<file path="src/rtl/fpu_sequencer_if.sv">
// Core-side request/response and FPU-controller handshake signals of the sequencer.
// master = core pipeline plus FPU controller environment; slave = the sequencer itself.
interface fpu_sequencer_if;
   logic        start;
   logic [3:0]  op_in;
   logic [31:0] rs1;
   logic [31:0] rs2;
   logic        busy;
   logic        result_valid;
   logic [31:0] result;
   logic        error;
   logic [3:0]  fpu_op;
   logic [31:0] fpu_in1;
   logic [31:0] fpu_in2;
   logic        fpu_in1_stb;
   logic        fpu_in2_stb;
   logic        fpu_in1_ack;
   logic        fpu_in2_ack;
   logic [31:0] fpu_out;
   logic        fpu_out_stb;
   logic        fpu_out_ack;

   modport master (
      output start, op_in, rs1, rs2, fpu_in1_ack, fpu_in2_ack, fpu_out, fpu_out_stb,
      input  busy, result_valid, result, error, fpu_op, fpu_in1, fpu_in2,
             fpu_in1_stb, fpu_in2_stb, fpu_out_ack
   );

   modport slave (
      input  start, op_in, rs1, rs2, fpu_in1_ack, fpu_in2_ack, fpu_out, fpu_out_stb,
      output busy, result_valid, result, error, fpu_op, fpu_in1, fpu_in2,
             fpu_in1_stb, fpu_in2_stb, fpu_out_ack
   );
endinterface

</file>
<file path="src/rtl/fpu_sequencer.sv">
// Issue/collect stage ahead of the FPU controller: latches one operation, runs the
// operand/result handshake, returns a one-cycle result pulse, flags illegal ops and hangs.
module fpu_sequencer #(
   parameter int unsigned TIMEOUT = 1024,
   parameter int unsigned CNT_W   = $clog2(TIMEOUT + 1)
) (
   input logic             clk,
   input logic             reset_n,
   fpu_sequencer_if.slave  bus
);

   typedef enum logic [2:0] {IDLE, SEND, WAIT, ACK, ILL} state_t;

   state_t           state, state_nxt;
   logic [CNT_W-1:0] cnt;
   logic             a1, a2;
   logic             both_acked, timeout_hit, capture;

   logic [31:0]      result_q, in1_q, in2_q;
   logic [3:0]       op_q;
   logic             error_q, valid_q, out_ack_q;

   always_comb begin
      both_acked  = (a1 | bus.fpu_in1_ack) & (a2 | bus.fpu_in2_ack);
      // fires on the edge where the cycle count since leaving IDLE reaches TIMEOUT
      timeout_hit = (cnt == CNT_W'(TIMEOUT - 1));
      capture     = (state == WAIT) && bus.fpu_out_stb;
   end

   always_comb begin
      state_nxt = state;
      case (state)
         IDLE: if (bus.start) state_nxt = bus.op_in[3] ? ILL : SEND;
         SEND: if (timeout_hit) state_nxt = ACK;
               else if (both_acked) state_nxt = WAIT;
         WAIT: if (capture || timeout_hit) state_nxt = ACK;
         ACK:  state_nxt = IDLE;
         ILL:  state_nxt = IDLE;
         default: state_nxt = IDLE;
      endcase
   end

   always_ff @(posedge clk) begin
      if (!reset_n) begin
         state     <= IDLE;
         cnt       <= '0;
         a1        <= 1'b0;
         a2        <= 1'b0;
         result_q  <= '0;
         error_q   <= 1'b0;
         valid_q   <= 1'b0;
         out_ack_q <= 1'b0;
         op_q      <= '0;
         in1_q     <= '0;
         in2_q     <= '0;
      end else begin
         state     <= state_nxt;
         valid_q   <= 1'b0;
         out_ack_q <= 1'b0;
         case (state)
            IDLE: begin
               if (bus.start) begin
                  op_q <= bus.op_in;
                  if (!bus.op_in[3]) begin
                     in1_q <= bus.rs1;
                     in2_q <= bus.rs2;
                     cnt   <= '0;
                     a1    <= 1'b0;
                     a2    <= 1'b0;
                  end
               end
            end
            SEND: begin
               cnt <= cnt + 1'b1;
               a1  <= a1 | bus.fpu_in1_ack;
               a2  <= a2 | bus.fpu_in2_ack;
               if (timeout_hit) begin
                  result_q <= '0;
                  error_q  <= 1'b1;
                  valid_q  <= 1'b1;
               end
            end
            WAIT: begin
               cnt <= cnt + 1'b1;
               // a real result beats a timeout landing on the same edge
               if (capture) begin
                  result_q  <= bus.fpu_out;
                  error_q   <= 1'b0;
                  valid_q   <= 1'b1;
                  out_ack_q <= 1'b1;
               end else if (timeout_hit) begin
                  result_q <= '0;
                  error_q  <= 1'b1;
                  valid_q  <= 1'b1;
               end
            end
            ILL: begin
               result_q <= '0;
               error_q  <= 1'b1;
               valid_q  <= 1'b1;
            end
            default: ;
         endcase
      end
   end

   assign bus.busy         = (state != IDLE);
   assign bus.fpu_in1_stb  = (state == SEND);
   assign bus.fpu_in2_stb  = (state == SEND);
   assign bus.result_valid = valid_q;
   assign bus.result       = result_q;
   assign bus.error        = error_q;
   assign bus.fpu_out_ack  = out_ack_q;
   assign bus.fpu_op       = op_q;
   assign bus.fpu_in1      = in1_q;
   assign bus.fpu_in2      = in2_q;

endmodule
</file>
<file path="src/flat_wrapper.sv">
// flat-port wrapper written by rule: the top's interface ports become plain ports
module fpu_sequencer_flat 
#(
   parameter int unsigned TIMEOUT = 1024,
   parameter int unsigned CNT_W   = $clog2(TIMEOUT + 1)
)
  (clk, reset_n, bus_start, bus_op_in, bus_rs1, bus_rs2, bus_fpu_in1_ack, bus_fpu_in2_ack, bus_fpu_out, bus_fpu_out_stb, bus_busy, bus_result_valid, bus_result, bus_error, bus_fpu_op, bus_fpu_in1, bus_fpu_in2, bus_fpu_in1_stb, bus_fpu_in2_stb, bus_fpu_out_ack);
  fpu_sequencer_if bus_i ();
  input logic clk;
  input logic reset_n;
  input wire logic [$bits(bus_i.start)-1:0] bus_start;
  input wire logic [$bits(bus_i.op_in)-1:0] bus_op_in;
  input wire logic [$bits(bus_i.rs1)-1:0] bus_rs1;
  input wire logic [$bits(bus_i.rs2)-1:0] bus_rs2;
  input wire logic [$bits(bus_i.fpu_in1_ack)-1:0] bus_fpu_in1_ack;
  input wire logic [$bits(bus_i.fpu_in2_ack)-1:0] bus_fpu_in2_ack;
  input wire logic [$bits(bus_i.fpu_out)-1:0] bus_fpu_out;
  input wire logic [$bits(bus_i.fpu_out_stb)-1:0] bus_fpu_out_stb;
  output wire logic [$bits(bus_i.busy)-1:0] bus_busy;
  output wire logic [$bits(bus_i.result_valid)-1:0] bus_result_valid;
  output wire logic [$bits(bus_i.result)-1:0] bus_result;
  output wire logic [$bits(bus_i.error)-1:0] bus_error;
  output wire logic [$bits(bus_i.fpu_op)-1:0] bus_fpu_op;
  output wire logic [$bits(bus_i.fpu_in1)-1:0] bus_fpu_in1;
  output wire logic [$bits(bus_i.fpu_in2)-1:0] bus_fpu_in2;
  output wire logic [$bits(bus_i.fpu_in1_stb)-1:0] bus_fpu_in1_stb;
  output wire logic [$bits(bus_i.fpu_in2_stb)-1:0] bus_fpu_in2_stb;
  output wire logic [$bits(bus_i.fpu_out_ack)-1:0] bus_fpu_out_ack;
  assign bus_i.start = bus_start;
  assign bus_i.op_in = bus_op_in;
  assign bus_i.rs1 = bus_rs1;
  assign bus_i.rs2 = bus_rs2;
  assign bus_i.fpu_in1_ack = bus_fpu_in1_ack;
  assign bus_i.fpu_in2_ack = bus_fpu_in2_ack;
  assign bus_i.fpu_out = bus_fpu_out;
  assign bus_i.fpu_out_stb = bus_fpu_out_stb;
  assign bus_busy = bus_i.busy;
  assign bus_result_valid = bus_i.result_valid;
  assign bus_result = bus_i.result;
  assign bus_error = bus_i.error;
  assign bus_fpu_op = bus_i.fpu_op;
  assign bus_fpu_in1 = bus_i.fpu_in1;
  assign bus_fpu_in2 = bus_i.fpu_in2;
  assign bus_fpu_in1_stb = bus_i.fpu_in1_stb;
  assign bus_fpu_in2_stb = bus_i.fpu_in2_stb;
  assign bus_fpu_out_ack = bus_i.fpu_out_ack;
  fpu_sequencer #(.TIMEOUT(TIMEOUT), .CNT_W(CNT_W)) u_core (.clk(clk), .reset_n(reset_n), .bus(bus_i));
endmodule
</file>
<file path="config.mk">
export PLATFORM = sky130hd
export DESIGN_NAME = fpu_sequencer_flat
export DESIGN_NICKNAME = d
export VERILOG_FILES = /design/src/rtl/fpu_sequencer_if.sv /design/src/rtl/fpu_sequencer.sv /design/src/flat_wrapper.sv
export SDC_FILE = /design/constraint.sdc
export NUM_CORES = 1
export LEC_CHECK = 0
export BUFFER_PORTS_ARGS = -buffer_cell sky130_fd_sc_hd__clkbuf_2
export CAP_MARGIN = 20
export CORE_ASPECT_RATIO = 1.2
export CORE_MARGIN = 2
export CORE_UTILIZATION = 40
export DETAILED_ROUTE_END_ITERATION = 6
export GPL_TIMING_DRIVEN = 0
export PLACE_DENSITY = 0.81
export RECOVER_POWER = 100
export SETUP_SLACK_MARGIN = 0.4
export SYNTH_ARGS = -nofsm -noshare
export SYNTH_HDL_FRONTEND = slang
export SYNTH_SLANG_ARGS = --single-unit
</file>
<file path="constraint.sdc">
create_clock -name clk -period 1.95 [get_ports clk]
set_clock_uncertainty 0.15 [all_clocks]
set_input_delay 0.195 -clock clk [delete_from_list [all_inputs] [get_ports clk]]
set_output_delay 0.195 -clock clk [all_outputs]
set_load 0.01 [all_outputs]
</file>
==> out/metrics.csv <==
stage,metric,value,unit
placement,Placer Congestion,0.855,
final_layout,Finished Core Util,92.2,%
clock_network,H-tree levels,4,
floorplanning,# rows,41,
power_and_ir_drop,Internal,5.21,mW
floorplanning,core area,10500,µm²
worst_hold_path,worst hold path endpoint,u_core.bus.error$_SDFFE_PN0P_,
synth,Post-synth EDFFs,0,
worst_hold_path,min-delay src,reset_n,
floorplanning,Top Ports,212,
clock_network,clk_lat worst skew,0.43,ns
worst_hold_path,Min-Delay Path Class,input pin to flip-flop,
power_and_ir_drop,clock network power share,39.4,%
clock_network,"Clk pin slew, worst setup/hold paths",0.07,ns
critical_path,Crit path required time,2.10,ns
synth,top-count cell post-synth,nand2_1,
critical_path,Worst Path Max Fanout,8,
worst_hold_path,hold depth,3,
critical_path,reg-to-reg endpoint,u_core.bus.result[2]$_SDFFE_PN0P_,
power_and_ir_drop,switch share,33.6,%
global_routing,grt total ovfl,0,
sta,fin crit share,109,%
synth,Syn Nets,593,
placement,PortBufs,210,
power_and_ir_drop,P_sw,2.64,mW
power_and_ir_drop,pwr/cell area,814,nW/µm²
synth,post-synthesis cell type count,41,
power_and_ir_drop,part of the power in registers,34.1,%
final_layout,post-route insts no fill,1045,
placement,dpl cells,825,
floorplanning,die area,11500,µm²
power_and_ir_drop,LEAKAGE,4.12,nW
global_routing,initial antenna violation count,0,
critical_path,FF-to-FF path depth,5,
placement,DP Worst Slack,-0.168,ns
synth,Yosys warning total,0,
global_routing,first-pass GRT wire length,35200,µm
floorplanning,die width,98.4,µm
critical_path,Worst Path Arrival,2.28,ns
sta,final setup fails,44,
synth,cells after synthesis,486,
sta,Slew HR,35.5,%
global_routing,vias in the first global route,6478,
critical_path,worst reg2reg startpoint,u_core.cnt[4]$_SDFFE_PN0P_,
detailed_routing,vias,6863,
sta,Max Clock Freq,470,MHz
detailed_routing,DRC Markers,0,
detailed_routing,vias per cell,6.57,
floorplanning,starting density of the core,40.9,%
run_status,violated checks,negative setup slack,
final_layout,layout cells sized above 1,52.6,%
synth,Synth Flop Type,dfxtp_1,
global_routing,largest net degree at the start of global routing,17,
clock_network,CTS Sinks,119,
sta,"Worst Setup Slack, final",-0.178,ns
critical_path,WS Path Type,flip-flop to flip-flop,
clock_network,Max Root-Sink Buffers,2,
sta,post-layout min period,2.13,ns
synth,Synth top area share,55.7,%
synth,Mean Syn Cell Area,8.81,µm²
synth,"FF+latch count, synth",119,
clock_network,CTS Root Cell,clkbuf_16,
clock_network,CTS Buf Count,17,
synth,synth top area cells,"dfxtp_1 (56%), nand2_1 (12%), a21oi_1 (8.9%)",
critical_path,crit start category,flip-flop,
detailed_routing,DRT Pass-1 Iters,6,
synth,post-synthesis sequential area ratio,55.7,%
run_status,outcome,"finished, violations left",
sta,Final TNS setup,-4.54,ns
detailed_routing,"antenna viol nets, final",0,
critical_path,CP Capture Type,flip-flop,
synth,synthesized area,4280,µm²
global_routing,GR Util All Layers,38.9,%
detailed_routing,per-cell routed wire length,30.6,µm
sta,RSZ-0062 raised after global routing,true,
sta,max-slew violations,0,
detailed_routing,DR iter-0 viols,953,
synth,post-synth top area cell,dfxtp_1,
clock_network,TritonCTS clock tree,built,
power_and_ir_drop,Comb power frac,26.5,%
placement,hpwl dp,9430,µm
job,Max Cap Violations,0,
synth,async set-reset flop share out of synthesis,0,%
synth,Post-synth top cells,"nand2_1 (142), dfxtp_1 (119), a21oi_1 (76)",
power_and_ir_drop,Max rail drop VDD,0.847,mV
detailed_routing,total wire length,32000,µm
final_layout,nets,1008,
final_layout,synth-to-layout area growth,125,%
sta,Final Hold Fails,0,
critical_path,worst reg-to-reg setup slack,-0.18,ns
sta,worst slew pin tran,0.967,ns
floorplanning,die height,117,µm
==> power by group through the flow <==
stage | Combinational [mW] | Clock [mW] | Sequential (mW)
5_1_grt | 2.10 | 3.12 | 2.68
2_1_floorplan | 0.396 | 0 | 2.71
6_report | 2.08 | 3.09 | 2.68
4_1_cts | 1.49 | 2.87 | 2.61
3_5_place_dp | 0.768 | 0 | 2.67
3_3_place_gp | 0.747 | 0 | 2.66
==> flip-flops by register name, indices dropped and copies added, names as in the netlist <==
signal and count:
u_core.state 3, u_core.bus.result_valid 1, u_core.bus.result 32, u_core.bus.fpu_in2 32, u_core.a1 1, u_core.bus.fpu_op 4, u_core.bus.fpu_out_ack 1, u_core.bus.fpu_in1 32
u_core.bus.error 1, u_core.a2 1, u_core.cnt 11
==> kinds of logic (layout without fill, tap and decap cells) <==
group / after synthesis / count (layout) / synth area share (%)
other: 0 / 2 / 0
multiplexers: 3 / 3 / 0.702
flip-flops: 119 / 119 / 55.7
AND/OR/NAND/NOR: 186 / 186 / 18.6
buffers and inverters: 41 / 469 / 4.59
XOR/XNOR: 2 / 2 / 0.409
adder cells (fa/ha/maj): 1 / 1 / 0.292
AO/OA/AOI/OAI: 134 / 134 / 19.7
==> metal layers <==
metal	track usage (%)	wire [µm]	vias to the layer above
met5	0	0	-
met4	26.3	3250	0
met3	10.9	4190	329
met2	66.0	14200	860
met1	41.4	10400	3158
li1	-	-	2516
==> cells in the final DEF (no fill, tap or decap), types with 3 or more instances in the layout <==
cell	n
clkbuf_1	110
clkbuf_2	107
dfxtp_1	107
dlygate4sd3_1	103
nand2_4	88
a21oi_2	60
buf_6	43
nand2_1	32
a22o_1	32
buf_4	28
clkbuf_16	21
nand2_2	20
buf_12	15
buf_8	11
a21oi_4	11
nor2_1	8
buf_16	8
dfxtp_2	8
or3_4	5
inv_1	5
o21ai_0	5
a21oi_1	5
clkinvlp_4	4
clkinv_2	4
clkinv_4	4
dfxtp_4	4
nor2_4	3
and2_1	3
nand3_1	3
mux2i_1	3
==> area by class of cell <==
class	count	area, µm²
Inverter	6	25.0
Sequential cell	119	2410
Clock buffer	18	439
Antenna cell	2	5.00
Clock inverter	14	103
Buffer	35	402
Timing Repair Buffer	396	3070
Multi-Input combinational cell	326	3040
Tap cell	129	161
Fill cell	349	815
==> worst max path at each step <==
stage | startpoint | endpoint | slack (ns) | cells after the start
final | u_core.cnt[4]$_SDFFE_PN0P_ | u_core.bus.result[2]$_SDFFE_PN0P_ | -0.18 | 5
after global routing | u_core.cnt[7]$_SDFFE_PN0P_ | u_core.bus.result[4]$_SDFFE_PN0P_ | -0.19 | 5
after CTS | u_core.cnt[9]$_SDFFE_PN0P_ | u_core.bus.result[2]$_SDFFE_PN0P_ | -0.05 | 5
after detailed placement | u_core.state[0]$_SDFFE_PN0P_ | u_core.bus.result[2]$_SDFFE_PN0P_ | -0.17 | 6
after global placement | u_core.state[0]$_SDFFE_PN0P_ | u_core.bus.result[12]$_SDFFE_PN0P_ | -0.11 | 6
after floorplan | u_core.cnt[6]$_SDFFE_PN0P_ | u_core.bus.result[0]$_SDFFE_PN0P_ | 0.06 | 5
==> stage by stage <==
stage	total power, mW	area, µm²	hold slack, ns
finish	7.86	9650	0.149
global route	7.91	9650	0.169
global placement	3.41	5620	0.257
CTS	6.97	8640	0.0266
detailed placement	3.43	5620	0.260
floorplan	3.10	4400	0.170
==> what timing repair did <==
item,CTS,global route
pin swaps,79,97
hold endpoints to repair,103,0
buffers inserted,45,22
hold buffers,103,0
gates cloned,12,4
endpoints found under the setup margin,121,122
gates resized for setup,225,228
==> worst max-delay path: stages (launching register included) <==
cell	delay [ns]
dfxtp_4	0.40
nand2_1	0.11
or4_4	0.55
o2111a_2	0.37
buf_6	0.17
a22o_1	0.24
Note: power is estimated with default switching activity, not from simulation.
